[src/rtl/hist_sig_mag_bins.sv]
// Per-line 4-bin {sig,mag} occupancy histogram over a window of accepted samples.
// Closed windows are banked for lockable register readout; saturation is reported per window.
module hist_sig_mag_bins #(
  parameter int LINES   = 4,
  parameter int CNT_W   = 16,
  parameter int WIN_W   = 16,
  parameter int WIN_LEN = 65535
) (
  input  logic             clk,
  input  logic             reset,
  input  logic             en,
  input  logic [LINES-1:0] sig,
  input  logic [LINES-1:0] mag,
  input  logic             mode,
  input  logic             start,
  input  logic             lock,
  input  logic [7:0]       rd_line,
  input  logic [1:0]       rd_bin,
  output logic [CNT_W-1:0] rd_data,
  output logic             done,
  output logic             busy,
  output logic             ovf
);

  localparam int              LIDX_W   = (LINES > 1) ? $clog2(LINES) : 1;
  localparam logic [CNT_W-1:0] CNT_MAX = {CNT_W{1'b1}};
  localparam logic [WIN_W-1:0] WIN_LAST = WIN_W'(WIN_LEN - 1);

  typedef enum logic [0:0] {
    S_IDLE = 1'b0,
    S_ACC  = 1'b1
  } state_t;

  state_t           state_q;
  logic [WIN_W-1:0] win_q;
  logic             sat_q;
  logic             sat_d;
  logic [CNT_W-1:0] acc_q  [LINES][4];
  logic [CNT_W-1:0] acc_d  [LINES][4];
  logic [CNT_W-1:0] bank_q [LINES][4];
  logic             accept_s;
  logic             close_s;

  assign busy     = (state_q == S_ACC);
  assign accept_s = busy && en;
  assign close_s  = accept_s && (win_q == WIN_LAST);

  // Next accumulator contents: one saturating increment per line on an accepted sample.
  always_comb begin
    acc_d = acc_q;
    sat_d = sat_q;
    if (accept_s) begin
      for (int l = 0; l < LINES; l++) begin
        if (acc_q[l][{sig[l], mag[l]}] == CNT_MAX) begin
          sat_d = 1'b1;
        end else begin
          acc_d[l][{sig[l], mag[l]}] = acc_q[l][{sig[l], mag[l]}] + CNT_W'(1);
        end
      end
    end else begin
      sat_d = sat_q;
    end
  end

  // Window FSM, accumulators, bank and readout registers.
  always_ff @(posedge clk) begin
    if (reset) begin
      state_q <= S_IDLE;
      win_q   <= '0;
      sat_q   <= 1'b0;
      ovf     <= 1'b0;
      done    <= 1'b0;
      rd_data <= '0;
      for (int l = 0; l < LINES; l++) begin
        for (int b = 0; b < 4; b++) begin
          acc_q[l][b]  <= '0;
          bank_q[l][b] <= '0;
        end
      end
    end else begin
      done <= 1'b0;

      case (state_q)
        S_IDLE: begin
          if (!mode || start) state_q <= S_ACC;
          else                state_q <= S_IDLE;
        end
        S_ACC: begin
          if (close_s && mode) state_q <= S_IDLE;
          else                 state_q <= S_ACC;
        end
        default: state_q <= S_IDLE;
      endcase

      // The closing sample is folded into the bank; accumulation restarts from empty.
      if (close_s) begin
        bank_q <= acc_d;
        ovf    <= sat_d;
        done   <= 1'b1;
        win_q  <= '0;
        sat_q  <= 1'b0;
        for (int l = 0; l < LINES; l++) begin
          for (int b = 0; b < 4; b++) begin
            acc_q[l][b] <= '0;
          end
        end
      end else begin
        acc_q <= acc_d;
        sat_q <= sat_d;
        if (accept_s) win_q <= win_q + WIN_W'(1);
        else          win_q <= win_q;
      end

      if (lock) begin
        rd_data <= rd_data;
      end else if (32'(rd_line) < LINES) begin
        rd_data <= bank_q[rd_line[LIDX_W-1:0]][rd_bin];
      end else begin
        rd_data <= '0;
      end
    end
  end

endmodule

[config.mk]
export PLATFORM = sky130hd
export DESIGN_NAME = hist_sig_mag_bins
export DESIGN_NICKNAME = d
export VERILOG_FILES = /design/src/rtl/hist_sig_mag_bins.sv
export SDC_FILE = /design/constraint.sdc
export NUM_CORES = 1
export LEC_CHECK = 0
export BUFFER_PORTS_ARGS = -buffer_cell sky130_fd_sc_hd__buf_4
export CORE_MARGIN = 2
export CORE_UTILIZATION = 40
export DETAILED_ROUTE_END_ITERATION = 8
export SLEW_MARGIN = 25
export SYNTH_ARGS = -nofsm -noshare
export SYNTH_HDL_FRONTEND = slang
export SYNTH_SLANG_ARGS = --single-unit
[constraint.sdc]
create_clock -name clk -period 10.4 [get_ports clk]
set_input_delay 2.08 -clock clk [delete_from_list [all_inputs] [get_ports clk]]
set_output_delay 2.08 -clock clk [all_outputs]
set_load 0.03 [all_outputs]
==> impl_results.md, run 1 <==
* Minimum clock period at 5280 ps
* Cell Area, Synth at 25800 um^2
* Remaining DRCs at 0
* Largest net degree at the start of global routing at 107
* Yosys cell types at 64
* Vias at roughly 22000
* Skew-Pair Late Insertion Delay at 640 ps
* Number of hold violations in the final report at 0
* RSZ-0062 raised after global routing: false
* Worst R2R End: bank_q[156]
* # diodes at 0
* Slew margin rel. at 28.7%
* FMAX at 190 MHz
* # IOs at 43
* CP endpoint kind: flop
* R2R Setup Slk at 6700 ps
* Ys flop type: dfxtp_1
* Routed WL per cell at about 24 um
* Max Fanout on Critical Path at 27
* Setup TNS at 0 ps
* GR peak layer: met1
* Crit Reg-Reg Startpoint: acc_q[128]
* TritonCTS Sinks at 548
* Post-Layout Cell Count at 3496
* Post-DRT Antenna Nets at 0
* Met2 Resource Use GR at 35.6%
* Routing usage on met3 at 4.47%
* Initial core utilization at 40.3%
* Hold path endpoint: bank_q[216]
* Grt total ovfl at 0
* # resized after CTS at 0
* Post-synthesis register bit count at 548
* Pleak at 9.95 nW
* Pwr dens at between 150 and 200 nW/um^2
* Crit start category: input port
* Initial antenna violation count at 1
* DRT iter0 DRCs at between 2000 and 3000
* DR pass1 iterations at 7
* Post-CTS setup buffers at 0
* Vias per inst at between 6 and 7
* Avg Cell Area, Syn at around 9.5 um^2
* Num CTS Buffers at between 50 and 60
* Core area at ~64000 um^2
* Site row count at 93
* WP data arrival at between 5000 and 6000 ps
* Tot GR Track Use at about 24%
* Slew @ Worst Pin at approximately 1100 ps
* # setup viols final at 0
* Post-layout util at 44.2%
* Maxcap violations at 0
* Hold slack final at roughly 450 ps
* Max H-tree Level at 2
* Ys Warns at 0
* Number of global-route vias before repair at 20202
* CTS Hold Bufs at 0
* Sequential fraction of the synthesis area at 42.5%
* Syn nets at around 2800
* Worst VDD drop at 0.115 mV
* Status: complete, no violations
* WS Path Type: in2reg
* Hpwl dp at 54.6 mm
* DRT Wirelength at 82.9 mm
* Fraction of layout cells with a size suffix above 1 at 13.6%
* Worst r2r path cells at 9
* Post-Syn Instances at 2721
* DIE AREA at about 67000 um^2
* CTS tree: done
* First-pass GRT wire length at 126 mm
* Die width at 258 um
* Clk pin slew, worst setup/hold paths at 60 ps
* Final Slew Violations at 0
* HP Class: reg2reg
* HP Start: bank_q[216]
* Worst hold stages at 2
* Met1 Usage GRT at 36.2%
* Async S/R FF share, synth at 0%
* Die Span Y at roughly 260 um
* Port bufs at 42
* Final net count at 2624
* RD Place Congestion at 0.902
* Total Power at 4.58 mW
* Cells after DPL at 3390
* Clock tree buffer depth at 3
* Final period utilization at 50.7%
* Area Growth Syn to Fin at 9.85%
* Layout Skew at approximately 42 ps
* Post-synth EDFFs at 0
* WP data required at 10880 ps
* Clk root buf: clkbuf_16
[worst max-delay path by stage]
stage	endpoint	cells after the start	start	slack, ps
6_report	bank_q[156]	10	mag[1]	5120
5_1_grt	bank_q[188]	10	mag[1]	4890
4_1_cts	bank_q[156]	10	mag[1]	5220
3_5_place_dp	bank_q[156]	10	mag[1]	4600
3_3_place_gp	bank_q[172]	10	mag[1]	4730
2_1_floorplan	bank_q[142]	12	sig[1]	5650
[critical path, stage by stage]
cell and delay, ps:
buf_4 340, mux4_2 670, ha_1 300, nand2_1 90, o22a_1 230, or3_1 570, buf_4 430, nor2_1 110
xnor2_1 660, o221ai_1 230
[metrics by stage]
step                      worst slack, ps  area (um^2)
after floorplan                      5650        25800
after global placement               4730        26300
after detailed placement             4600        26300
after CTS                            5220        28400
after global routing                 4890        28400
final                                5120        28400
[sequential cells by signal (all words and copies together), names as in the netlist]
register	cells
ovf	1
sat_q	1
bank_q	256
win_q	16
done	1
busy	1
acc_q	256
rd_data	16
[metal layers]
| metal | vias up | share of wire, % | wire [um] |
|---|---|---|---|
| li1 | 10017 | - | - |
| met1 | 10803 | 45 | 37400 |
| met2 | 1065 | 43 | 35600 |
| met3 | 117 | 9.3 | 7680 |
| met4 | 0 | 2.6 | 2170 |
| met5 | - | 0 | 0 |
[kinds of logic after synthesis]
| kind of cell | after synthesis | synth area share (%) |
|---|---|---|
| compound gates | 827 | 21.5 |
| xor+xnor | 64 | 2.17 |
| fa+ha+maj | 6 | 0.291 |
| buf+inv | 277 | 4.90 |
| flops | 548 | 42.5 |
| mux | 162 | 13.4 |
| simple gates | 837 | 15.3 |
[synth_stat cells (46+ instances only)]
master | count | area, um^2
nand4_1 | 46 | 288
clkbuf_1 | 183 | 687
mux4_2 | 134 | 3020
o221ai_1 | 77 | 674
o211a_1 | 48 | 480
o211ai_1 | 112 | 841
nand2_1 | 287 | 1080
dfxtp_1 | 548 | 11000
nand3_1 | 203 | 1020
a21oi_1 | 234 | 1170
nor2_1 | 167 | 627
o21ai_0 | 168 | 841
and3_1 | 57 | 357
[cells in the final DEF, fill, tap and decap left out, types with 7 or more instances in the layout]
master	netlist	layout
o221ai_1	77	77
o21ai_1	9	9
clkbuf_8	0	16
o2111ai_1	20	20
o211ai_1	112	112
a21o_1	12	12
a211o_1	7	7
or4_1	7	7
clkinv_2	0	8
a21oi_1	234	234
o211a_1	48	48
nor3_1	16	14
a22oi_1	16	16
o21ai_0	168	168
a41oi_1	28	28
a21boi_0	12	12
and3_1	57	57
xnor2_1	28	28
xor2_1	36	36
nor3b_1	8	7
nand2_1	287	286
nor2_1	167	162
dfxtp_1	548	548
mux2i_1	18	18
nand3_1	203	203
mux4_2	134	134
clkbuf_16	0	58
bufinv_16	0	7
mux4_1	9	9
buf_4	4	82
inv_1	7	7
a211oi_1	26	26
nand4_1	46	46
o21a_1	19	19
a221o_1	8	8
clkbuf_1	183	10
[area by class of cell]
| cell class | count | area (um^2) |
|---|---|---|
| sequential | 548 | 11000 |
| clock inverter | 22 | 314 |
| clock buffer | 84 | 1710 |
| fill | 6021 | 35800 |
| timing repair buffer | 83 | 627 |
| inverter | 8 | 35.0 |
| tap | 855 | 1070 |
| multi-input combinational | 1896 | 13600 |
[report_power, final]
| part | internal (mW) | total [mW] | switching, mW |
|---|---|---|---|
| clock network | 1.31 | 2.21 | 0.901 |
| registers | 2.12 | 2.14 | 0.0190 |
| logic | 0.0696 | 0.225 | 0.156 |
No activity file was read; power rests on OpenSTA's default activity.
==> run 2, diff against run 1 <==
Clock period 10.4 ns to 4.72 ns, I/O delays scaled along.
==> run 2 against run 1 <==
Net effect:
- clock power grew 110%
- first-iteration DRC count is 3.7% lower
- critical path depth did not move
- combinational power up 130%
- final cell count up 0.54%
- design area rose by 0.48%
- critical endpoint is now bank_q[174]
- wire length grew 1.1%
- register-to-register slack got worse by 5300 ps
==> impl_results.md, run 2 (synthesized netlist as in run 1, its figures left out) <==
* # setup viols final at 0 (unchanged)
* Initial antenna violation count at 1 (unchanged)
* # diodes at 0 (unchanged)
* Crit start category: input port
* Core area at 64100 um^2 (unchanged)
* Final worst slack at 1070 ps (-4050 ps)
* Final net count at 2645 (+0.80%)
* CP endpoint kind: flop
* RD Place Congestion at 0.894 (-0.96%)
* Largest net degree at the start of global routing at 201 (+88%)
* Maxcap violations at 0 (unchanged)
* Port bufs at 42 (unchanged)
* DRT iter0 DRCs at 2503 (-3.7%)
* Worst VDD drop at 0.254 mV (+120%)
* Commonest non-fill, non-tap cell in the layout: dfxtp_1
* # resized after CTS at 0 (unchanged)
* Die Span Y at 258 um (unchanged)
* Worst hold stages at 2 (unchanged)
* Num CTS Buffers at 56 (-1.8%)
* Layout Skew at 27.0 ps (-14.9 ps)
* WS Path Type: in2reg
* Dpl ws at 483 ps (-4120 ps)
* Vias at 22063 (+0.28%)
* CP max-delay cell: mux4_2
* Number of hold violations in the final report at 0 (unchanged)
* Slew @ Worst Pin at 1030 ps (-35.4 ps)
* Clk pin slew, worst setup/hold paths at 60 ps (about the same)
* Hpwl dp at 56.1 mm (+2.7%)
* Pwr dens at 345 nW/um^2 (+110%)
* Worst r2r path cells at 9 (unchanged)
* Skew-Pair Late Insertion Delay at 630 ps (about the same)
* Post-DRT Antenna Nets at 0 (unchanged)
* Remaining DRCs at 0 (unchanged)
* Setup TNS at 0 ps (unchanged)
* Clk root buf: clkbuf_16
* Final Slew Violations at 0 (unchanged)
* Most frequent cells in the layout: dfxtp_1, nand2_1, a21oi_1
* FMAX at 274 MHz
* WP data arrival at 4190 ps (-1560 ps)
* Die width at 258 um (unchanged)
* RSZ-0062 raised after global routing: false
* CP cell instances: buf_4, mux4_2, ha_1, nand2_1, o22a_1, or3_1, o21a_1, buf_4, nand2_1, o221ai_1
* Area Growth Syn to Fin at 10.4%
* Final period utilization at around 77%
* DR pass1 iterations at 6 (-1)
* CTS Hold Bufs at 0 (unchanged)
* CTS tree: done
* Tot GR Track Use at 24.5% (+0.26 points)
* Filler instances at 6027 (+0.10%)
* DRT Wirelength at 83.7 mm (+1.1%)
* Largest stage delay on the critical path at 660 ps (about the same)
* WP data required at 5260 ps (-5620 ps)
* Clock tree buffer depth at 3 (unchanged)
* Pleak at 10.0 nW (+0.94%)
* Minimum clock period at 3650 ps
* DIE AREA at 66600 um^2 (unchanged)
* Vias per inst at 6.28 (-0.26%)
* Post-CTS setup buffers at 0 (unchanged)
* Max H-tree Level at 2 (unchanged)
* Site row count at 93 (unchanged)
* # IOs at 43 (unchanged)
* TritonCTS Sinks at 548 (unchanged)
* Fraction of layout cells with a size suffix above 1 at 14.2% (+0.66 points)
* Hold slack final at 454 ps (-0.204 ps)
* Initial core utilization at 40.3% (unchanged)
* Max Fanout on Critical Path at 15 (-44%)
* Grt total ovfl at 0 (unchanged)
* Largest regs: acc_q x256, bank_q x256
* Routed WL per cell at 23.8 um (+0.52%)
* Slew margin rel. at 31.0% (+2.4 points)
* First-pass GRT wire length at 128 mm (+1.4%)
* HP Class: reg2reg
* Number of global-route vias before repair at 20397 (+0.97%)
* Status: complete, no violations
-- run 2: cell count changes in the layout (fill, tap and decap cells not counted), sizes merged --
cell | previous run | this run
clkbuf | 84 | 78
clkinvlp | 4 | 3
buf | 83 | 105
clkinv | 10 | 18
bufinv | 7 | 4
inv | 9 | 8
-- run 2: worst max-delay path, delay by kind of cell --
family / cells / cell delay [ps]
buffers and inverters: 2 / 550
AO/OA/AOI/OAI: 3 / 1060
adder cells (fa/ha/maj): 1 / 310
AND/OR/NAND/NOR: 3 / 660
multiplexers: 1 / 660
-- run 2: power breakdown --
part	internal [mW]	switching, mW	leakage, nW
clock	2.63	1.95	0.935
combinational	0.166	0.346	4.69
sequential	4.68	0.0430	4.42
-- run 2: routing by layer --
layer / vias to the layer above / GRT usage (%) / wire length, um
met4: 0 / 7.13 / 2300
li1: 10061 / - / -
met1: 10815 / 36.4 / 38100
met2: 1054 / 36.0 / 35800
met3: 133 / 4.51 / 7550
met5: - / 0 / 0
-- run 2: metrics by stage --
stage          total power, mW  instance area [um^2]  utilization [%]  instances
6_report                  9.82                 28500             44.4       3515
5_1_grt                   10.1                 28500             44.4       3515
4_1_cts                   9.84                 28500             44.4       3515
3_5_place_dp              5.33                 26600             41.5       3412
3_3_place_gp              5.32                 26600             41.5       3412
2_1_floorplan             5.18                 25800                -       2721
-- run 2: area by class of cell --
class	instances	area (um^2)	area share, %
clock buffers	78	1640	5.74
repair buffers	105	905	3.17
multi-input cells	1896	13600	47.8
flip-flops and latches	548	11000	38.5
inverters	8	35.0	0.123
well taps	855	1070	3.75
clock inverters	25	248	0.869
-- run 2: path summary, 6_finish.rpt --
check	start	end	slack, ps
hold reg to reg	bank_q[82]	bank_q[82]	450
hold / removal	bank_q[82]	bank_q[82]	450
setup reg to reg	acc_q[128]	bank_q[174]	1430
setup / recovery	mag[1]	bank_q[174]	1070
